File: src/rtl/mips_core_pkg.sv
// Shared rename-stage constants and types for the MIPS core.
package mips_core_pkg;

    localparam int PHYS_REG_COUNT = 64;
    localparam int ARCH_REG_COUNT = 32;
    localparam int PHYS_TAG_WIDTH = 6;

    typedef logic [PHYS_TAG_WIDTH-1:0] phys_tag_t;

    typedef enum logic [0:0] {
        FL_INIT = 1'b0,
        FL_RUN  = 1'b1
    } free_list_state_e;

endpackage

File: src/rtl/free_list_bitmap.sv
// One bit per physical tag recording whether that tag currently sits in the free list.
module free_list_bitmap #(
    parameter int PHYS_REGS = 64,
    parameter int TAG_W     = 6
) (
    input  logic             clk,
    input  logic             rst_n,
    input  logic             clear,
    input  logic             set_en,
    input  logic [TAG_W-1:0] set_tag,
    input  logic             clr_en,
    input  logic [TAG_W-1:0] clr_tag,
    input  logic [TAG_W-1:0] query_tag,
    output logic             query_hit
);

    logic [PHYS_REGS-1:0] in_list;

    always_ff @(posedge clk or negedge rst_n) begin
        if (!rst_n) begin
            in_list <= '0;
        end else if (clear) begin
            in_list <= '0;
        end else begin
            // Set after clear so an enqueue of a tag always wins its own bit.
            if (clr_en) in_list[clr_tag] <= 1'b0;
            if (set_en) in_list[set_tag] <= 1'b1;
        end
    end

    assign query_hit = in_list[query_tag];

endmodule

File: src/rtl/phys_reg_free_list.sv
// Circular free list of physical register tags with an INIT refill sequencer.
// Optional duplicate-release detection is enabled by defining FREE_LIST_DUP_CHECK_EN.
module phys_reg_free_list
    import mips_core_pkg::*;
#(
    parameter int PHYS_REGS = PHYS_REG_COUNT,
    parameter int ARCH_REGS = ARCH_REG_COUNT,
    parameter int TAG_W     = PHYS_TAG_WIDTH
) (
    input  logic             clk,
    input  logic             rst_n,
    input  logic             flush,
    input  logic             alloc_req,
    output logic             alloc_gnt,
    output logic [TAG_W-1:0] alloc_tag,
    input  logic             rel_valid,
    input  logic [TAG_W-1:0] rel_tag,
    output logic             ready,
    output logic [TAG_W:0]   free_count,
    output logic             empty,
    output logic             err_overflow
`ifdef FREE_LIST_DUP_CHECK_EN
    ,
    output logic             err_dup
`endif
);

    localparam logic [TAG_W-1:0] TAG_ONE    = TAG_W'(1);
    localparam logic [TAG_W:0]   COUNT_ONE  = (TAG_W+1)'(1);
    localparam logic [TAG_W:0]   FULL_COUNT = (TAG_W+1)'(PHYS_REGS);
    localparam logic [TAG_W-1:0] INIT_LAST  = TAG_W'(PHYS_REGS - ARCH_REGS - 1);
    localparam logic [TAG_W-1:0] INIT_BASE  = TAG_W'(ARCH_REGS);

    free_list_state_e state;
    logic [TAG_W-1:0] mem [PHYS_REGS];
    logic [TAG_W-1:0] head;
    logic [TAG_W-1:0] tail;
    logic [TAG_W-1:0] init_idx;
    logic [TAG_W:0]   count;

    logic             run;
    logic             init_write;
    logic [TAG_W-1:0] init_tag;
    logic             rel_live;
    logic             rel_ok;
    logic             rel_full;
    logic             dup_hit;

    assign run        = (state == FL_RUN);
    assign init_write = (state == FL_INIT) && !flush;
    assign init_tag   = INIT_BASE + init_idx;

    // Tag 0 and anything arriving during INIT or flush never reach the list.
    assign rel_live  = run && !flush && rel_valid && (rel_tag != '0);
    assign rel_ok    = rel_live && (count != FULL_COUNT) && !dup_hit;
    assign rel_full  = rel_live && (count == FULL_COUNT);
    assign alloc_gnt = run && !flush && alloc_req && (count != '0);

    assign alloc_tag  = run ? mem[head] : '0;
    assign ready      = run;
    assign free_count = count;
    assign empty      = (count == '0);

    always_ff @(posedge clk or negedge rst_n) begin
        if (!rst_n) begin
            state    <= FL_INIT;
            head     <= '0;
            tail     <= '0;
            count    <= '0;
            init_idx <= '0;
        end else if (flush) begin
            state    <= FL_INIT;
            head     <= '0;
            tail     <= '0;
            count    <= '0;
            init_idx <= '0;
        end else if (state == FL_INIT) begin
            tail     <= tail + TAG_ONE;
            count    <= count + COUNT_ONE;
            init_idx <= init_idx + TAG_ONE;
            if (init_idx == INIT_LAST) state <= FL_RUN;
        end else begin
            if (alloc_gnt) head <= head + TAG_ONE;
            if (rel_ok)    tail <= tail + TAG_ONE;
            case ({alloc_gnt, rel_ok})
                2'b10:   count <= count - COUNT_ONE;
                2'b01:   count <= count + COUNT_ONE;
                default: count <= count;
            endcase
        end
    end

    always_ff @(posedge clk or negedge rst_n) begin
        if (!rst_n) begin
            err_overflow <= 1'b0;
        end else if (rel_full) begin
            err_overflow <= 1'b1;
        end
    end

    // Storage carries no reset; only entries between head and tail are ever read as valid.
    always_ff @(posedge clk) begin
        if (init_write) begin
            mem[init_idx] <= init_tag;
        end else if (rel_ok) begin
            mem[tail] <= rel_tag;
        end
    end

`ifdef FREE_LIST_DUP_CHECK_EN
    logic             bm_hit;
    logic             bm_set_en;
    logic [TAG_W-1:0] bm_set_tag;

    assign bm_set_en  = init_write || rel_ok;
    assign bm_set_tag = init_write ? init_tag : rel_tag;
    assign dup_hit    = bm_hit;

    free_list_bitmap #(
        .PHYS_REGS (PHYS_REGS),
        .TAG_W     (TAG_W)
    ) u_bitmap (
        .clk       (clk),
        .rst_n     (rst_n),
        .clear     (flush),
        .set_en    (bm_set_en),
        .set_tag   (bm_set_tag),
        .clr_en    (alloc_gnt),
        .clr_tag   (alloc_tag),
        .query_tag (rel_tag),
        .query_hit (bm_hit)
    );

    always_ff @(posedge clk or negedge rst_n) begin
        if (!rst_n) begin
            err_dup <= 1'b0;
        end else if (rel_live && bm_hit) begin
            err_dup <= 1'b1;
        end
    end
`else
    assign dup_hit = 1'b0;
`endif

endmodule

File: config.mk
export PLATFORM = sky130hd
export DESIGN_NAME = phys_reg_free_list
export DESIGN_NICKNAME = d
export VERILOG_FILES = /design/src/rtl/mips_core_pkg.sv /design/src/rtl/free_list_bitmap.sv /design/src/rtl/phys_reg_free_list.sv
export SDC_FILE = /design/constraint.sdc
export NUM_CORES = 1
export LEC_CHECK = 0
export CAP_MARGIN = 15
export CORE_UTILIZATION = 42
export CTS_CLUSTER_DIAMETER = 100
export DETAILED_ROUTE_END_ITERATION = 8
export GPL_ROUTABILITY_DRIVEN = 1
export SYNTH_ARGS = -nofsm -noshare
export SYNTH_HDL_FRONTEND = slang
export SYNTH_SLANG_ARGS = --single-unit
File: constraint.sdc
create_clock -name clk -period 5.7 [get_ports clk]
set_input_delay 0.57 -clock clk [delete_from_list [all_inputs] [get_ports clk]]
set_output_delay 0.57 -clock clk [all_outputs]
set_load 0.01 [all_outputs]
# After elaboration in Yosys (flattened, before gate mapping)
# Memories as Yosys holds them, arrays and structs flattened.
# Cells that the tools add are included.
[word_totals] register_bits=27 ramBits=384 inputBits=11 output_inout_bits=17 elab_cells=61 mem_count=1
[mem_list] name="mem" words=64 width=6 read_ports=1 rd_clocked_by_memory_dff=0 wr=1 line_no="phys_reg_free_list.sv:35" text="logic [TAG_W-1:0] mem [PHYS_REGS];"
[classes] n_addsub=6 eq_ne=8 mux=23 bitwise=1 reduce_logical=16
[ops] cell="$mux W6" n=11
[ops] cell="$add A6 B1 Y6 const B" n=3
[ops] cell="$mux W7" n=2
[ops] cell="$pmux W7 S2" n=1
[ops] cell="$mux W1" n=9
[ops] cell="$logic_and A1 B1 Y1" n=8
[ops] cell="$add A7 B1 Y7 const B" n=1
[ops] cell="$eq A7 B7 Y1 const B" n=1
[ops] cell="$logic_not A7 Y1" n=1
[ops] cell="$ne A7 B7 Y1 const B" n=1
[ops] cell="$reduce_bool A7 Y1" n=1
[ops] cell="$sub A7 B1 Y7 const B" n=1
[ops] cell="$add A6 B6 Y6 const A" n=1
[ops] cell="$eq A6 B5 Y1 const B" n=1
[ops] cell="$reduce_bool A6 Y1" n=1
[ops] cell="$reduce_or A6 Y1" n=1
[ops] cell="$ne A4 B2 Y1 const B" n=1
[ops] cell="$reduce_bool A2 Y1" n=2
[ops] cell="$ne A3 B2 Y1 const B" n=1
[ops] cell="$eq A2 B1 Y1 const B" n=1
[ops] cell="$eq A2 B2 Y1 const B" n=1
[ops] cell="$ne A2 B2 Y1 const B" n=1
[ops] cell="$reduce_and A2 Y1" n=1
[ops] cell="$logic_not A1 Y1" n=1
[ops] cell="$not A1 Y1" n=1

# Logic depth before layout (Yosys ltp)
[logic_depth] depth_word=10 mapped_depth=13 mapped_depth_nobuf=12

# Worst setup path before layout
# Ideal clock, no wire load.
[synth_path] kind="input to register" startpoint="input port rel_tag[1]" endpoint="register count[5] (netlist: free_count[5])" setup_time_ns=0.136 arrival_time_ns=3.064 t_required_ns=5.564 path_slack_ns=2.500 cell_stages=10 n_path_buf=1 cell_sequence="or4_4 > o311a_1 > buf_2 > nand2_1 > inv_2 > ha_1 > or4_1 > a211oi_1 > o21a_1 > nor3_1"
[synth_via] elab_chain_len=7
[synth_lines] item="from (decl)" line_no="phys_reg_free_list.sv:17" text="input logic [TAG_W-1:0] rel_tag,"
[synth_lines] item="$reduce_bool A6 Y1 (*)" line_no="phys_reg_free_list.sv:54" text="assign rel_live = run && !flush && rel_valid && (rel_tag != '0);"
[synth_lines] item="$logic_and A1 B1 Y1 (*)" line_no="phys_reg_free_list.sv:54"
[synth_lines] item="$logic_and A1 B1 Y1 (*)" line_no="phys_reg_free_list.sv:55" text="assign rel_ok = rel_live && (count != FULL_COUNT) && !dup_hit;"
[synth_lines] item="$eq A2 B1 Y1 / $eq A2 B2 Y1 (equally long branches)" line_no="phys_reg_free_list.sv:85" text="case ({alloc_gnt, rel_ok})"
[synth_lines] item="$pmux W7 S2" line_no="phys_reg_free_list.sv:85"
[synth_lines] item="$mux W7" line_no="phys_reg_free_list.sv:77" text="end else if (state == FL_INIT) begin"
[synth_lines] item="$mux W7" line_no="phys_reg_free_list.sv:71" text="end else if (flush) begin"
[synth_lines] item="to (signal assigned)" line_no="phys_reg_free_list.sv:79" text="count <= count + COUNT_ONE;"
[synth_lines] item="to (signal assigned)" line_no="phys_reg_free_list.sv:86" text="2'b10: count <= count - COUNT_ONE;"
[synth_lines] item="to (signal assigned)" line_no="phys_reg_free_list.sv:87" text="2'b01: count <= count + COUNT_ONE;"
[synth_lines] item="to (decl)" line_no="phys_reg_free_list.sv:39" text="logic [TAG_W:0] count;"
# Mark *: on every way between the ends. The rest lies on a longest branch, timed or not.
# A chain may end at the register's enable or synchronous reset.

# Worst setup path in the final report
[layout_path] startpoint="register head[0]" endpoint="output port alloc_tag[1]"
[layout_via] elab_chain_len=2
[layout_lines] item="from (decl)" line_no="phys_reg_free_list.sv:36" text="logic [TAG_W-1:0] head;"
[layout_lines] item="from (signal assigned)" line_no="phys_reg_free_list.sv:83" text="if (alloc_gnt) head <= head + TAG_ONE;"
[layout_lines] item="$mem_v2 Z64 W6"
[layout_lines] item="$mux W6" line_no="phys_reg_free_list.sv:59" text="assign alloc_tag = run ? mem[head] : '0;"
[layout_lines] item="to (decl)" line_no="phys_reg_free_list.sv:15" text="output logic [TAG_W-1:0] alloc_tag,"
# Every way passes these cells.

==> summary.md <==
| Metric | Value |
|---|---|
| GR Util All Layers | `0.194` |
| Drt first pass iters | `4` |
| Cell Pwr Density | `roughly 330 nW/um2` |
| Layout area overhead | `14.3%` |
| Final core utilization | `0.488` |
| Antenna violations before repair | `1` |
| Initial DRC count | `around 800` |
| PortBufs | `27` |
| WL/cell | `~25 um` |
| Largest area contributor in the netlist | `edfxtp_1` |
| CTS tree | `built` |
| Sequential share of the synthesized area | `0.718` |
| CP max stage cell | `a2111oi_0` |
| Nets@finish | `roughly 1,000` |
| Routed WL | `about 39 mm` |
| Post-Route Setup TNS | `0 ns` |
| Ratio of cells with drive above 1 in the final layout | `0.192` |
| CP arrival | `around 4.2 ns` |
| Clock Tree Root | `clkbuf_16` |
| Most frequent cells after synthesis | `edfxtp_1, mux4_2, mux2i_1` |
| Final setup vio count | `0` |
| Worst slew margin | `0.174` |
| Tightest hold margin | `roughly 0.41 ns` |
| Worst Path Buf+Inv | `2` |
| Sink Count | `around 410` |
| Final Non-Filler Cells | `approximately 1,600` |
| Clk slew on worst S/H paths | `around 0.06 ns` |
| I/O pin total | `28` |
| Post-synth top area share | `0.678` |
| Pleak | `just over 6 nW` |
| Critical path required time | `5.13 ns` |
| Die area | `41,300 um2` |
| Worst Setup Start Kind | `flip-flop` |
| Hold_buf cts | `0` |
| Vias per cell | `5.81` |
| Synth warn | `0` |
| Max_cap viols | `0` |
| CP max stage delay | `~0.93 ns` |
| Hpwl dp | `about 25 mm` |
| Crit Reg-Reg Endpoint | `mem[38][0]$_DFFE_PP_` |
| Post-placement cell count | `roughly 1,500` |
| Tmin final | `about 4.8 ns` |
| Maximum clock frequency | `between 200 and 250 MHz` |
| Num CTS Buffers | `43` |
| Vias in the first global route | `between 9,000 and 10,000` |
| Die Span Y | `around 200 um` |
| CP Capture Type | `primary output` |
| Crit Path Max Fanout | `48` |
| RSZ-0062 raised after global routing | `no` |
| Routed vias | `between 9,000 and 10,000` |
| Standard-cell row count | `73` |
| Clock tree buffer depth | `3` |
| Critical path class | `reg2out` |
| Skew final | `0.0155 ns` |
| Syn Area/Cell | `17.5 um2` |
| Synth area leaders | `edfxtp_1, mux4_2, mux2i_1, dfrtp_1, nor3_1` |
| Ys flop type | `edfxtp_1` |
| Tcrit/Tclk final | `0.838` |
| Worst-Margin Slew | `1.23 ns` |
| Reg2reg start | `free_count[0]$_DFFE_PN0P_` |
| Count leader, synth | `edfxtp_1` |
| Cells after Synth | `970` |
| Fin. max-slew vios | `0` |
| Drt drc | `0` |
| Final ANT Viol Nets | `0` |
| # resized after CTS | `0` |
| Hold Vio Cnt, Final | `0` |
| Status | `complete, no violations` |
| VDD IR max | `around 0.00017 V` |
| Reg-to-reg slack, setup | `~1.5 ns` |
| Antenna cells | `0` |
| Crit-path cells | `buf_12 -> mux4_2 -> a2111oi_0 -> o32ai_1 -> clkdlybuf4s50_1` |
| Pin count of the biggest net entering global routing | `between 50 and 60` |
| Power, Total | `around 6.3 mW` |
| Gpl congestion | `a little over 0.8` |
| Initial Utilization | `0.427` |
| R2R depth | `7` |
| Yosys cell types | `67` |
| Yosys reg bits | `between 400 and 500` |
| CTS H-tree lvls | `2` |
| Post-synth EDFFs | `~380` |
| Final global-route overflow total | `0` |
| Postcts setup bufs | `0` |
| Asr flop ratio synth | `0.0657` |
| First-pass GRT wire length | `around 59 mm` |
| CORE AREA | `between 30,000 and 40,000 um2` |
| CP top delay family | `compound AO/OA/AOI/OAI gates` |
| Die W | `203 um` |
| Worst skew pair latency | `0.55 ns` |
| Hold Path Class | `in2async` |
| Synthesized cell area | `17,000 um2` |
| Syn Nets | `roughly 990` |
## power breakdown
| group | internal [mW] | total (mW) | switching, mW |
|---|---|---|---|
| Clock | 1.71 | 2.85 | 1.13 |
| Sequential | 3.31 | 3.33 | 0.0223 |
| Combinational | 0.0566 | 0.165 | 0.109 |
| Total | 5.08 | 6.34 | 1.27 |
## per-layer routing
layer	GRT usage	wire length [um]
met1	0.272	17200
met2	0.310	18600
met3	0.0329	2150
met4	0.0575	1030
met5	0	0
## state kept, by name, summed over array words and instances (netlist names)
name	flops
tail	6
ready	1
head	6
init_idx	6
mem	384
free_count	7
err_overflow	1
## worst max path at each step
stage	from	endpoint	cells past startpoint	slack, ns
global route	head[0]$_DFFE_PN0P_	alloc_tag[1]	5	0.74
CTS	head[0]$_DFFE_PN0P_	alloc_tag[1]	5	0.86
floorplan	rel_tag[1]	free_count[5]$_DFFE_PN0P_	10	2.50
detailed placement	rel_tag[1]	mem[38][0]$_DFFE_PP_	6	1.33
finish	head[0]$_DFFE_PN0P_	alloc_tag[1]	5	0.93
global placement	head[0]$_DFFE_PN0P_	alloc_tag[1]	5	1.43
## cell usage in the layout, fill, tap and decap left out, types with 5 or more instances in the layout
master           instances
bufinv_16                6
nor2_1                  44
buf_4                   33
clkinv_2                 8
nand2_1                 33
nand2_2                  5
nor3_1                  62
ha_1                     7
o21ai_0                 11
clkinv_1                 9
nor2b_1                  5
a21oi_1                 22
o22ai_1                 25
xnor2_1                  7
clkbuf_16               45
edfxtp_1               384
nand3_1                 12
and2_1                   5
o31ai_1                  6
or3_1                    8
a2111oi_0               17
clkdlybuf4s50_1         27
mux4_2                  73
o21ai_1                 10
inv_1                   10
clkbuf_1                 5
a211o_1                  6
mux2i_1                 68
dfrtp_1                 25
nor3_2                  10
o32ai_1                  5
## metrics by stage
step | cell area, um2 | worst slack, ns
6_report | 19400 | 0.926
5_1_grt | 19400 | 0.738
4_1_cts | 19400 | 0.858
3_5_place_dp | 18000 | 1.33
3_3_place_gp | 18000 | 1.43
2_1_floorplan | 17000 | 2.50
## area by class of cell
class                           instances  area (um2)
Fill cell                            3339       20400
Sequential cell                       411       12200
Multi-Input combinational cell        493        4510
Clock buffer                           50        1140
Tap cell                              525         657
Timing Repair Buffer                   62         558
Clock inverter                         28         295
Inverter                               12        45.0
## kinds of logic after synthesis
family	synth area share
AOI/OAI and AO/OA	0.0545
muxes	0.138
and+or+nand+nor	0.0623
buffers and inverters	0.0174
adders and majority gates	0.00515
xor gates and xnor gates	0.00464
DFF	0.718
Power figures use the tool's default switching activity.
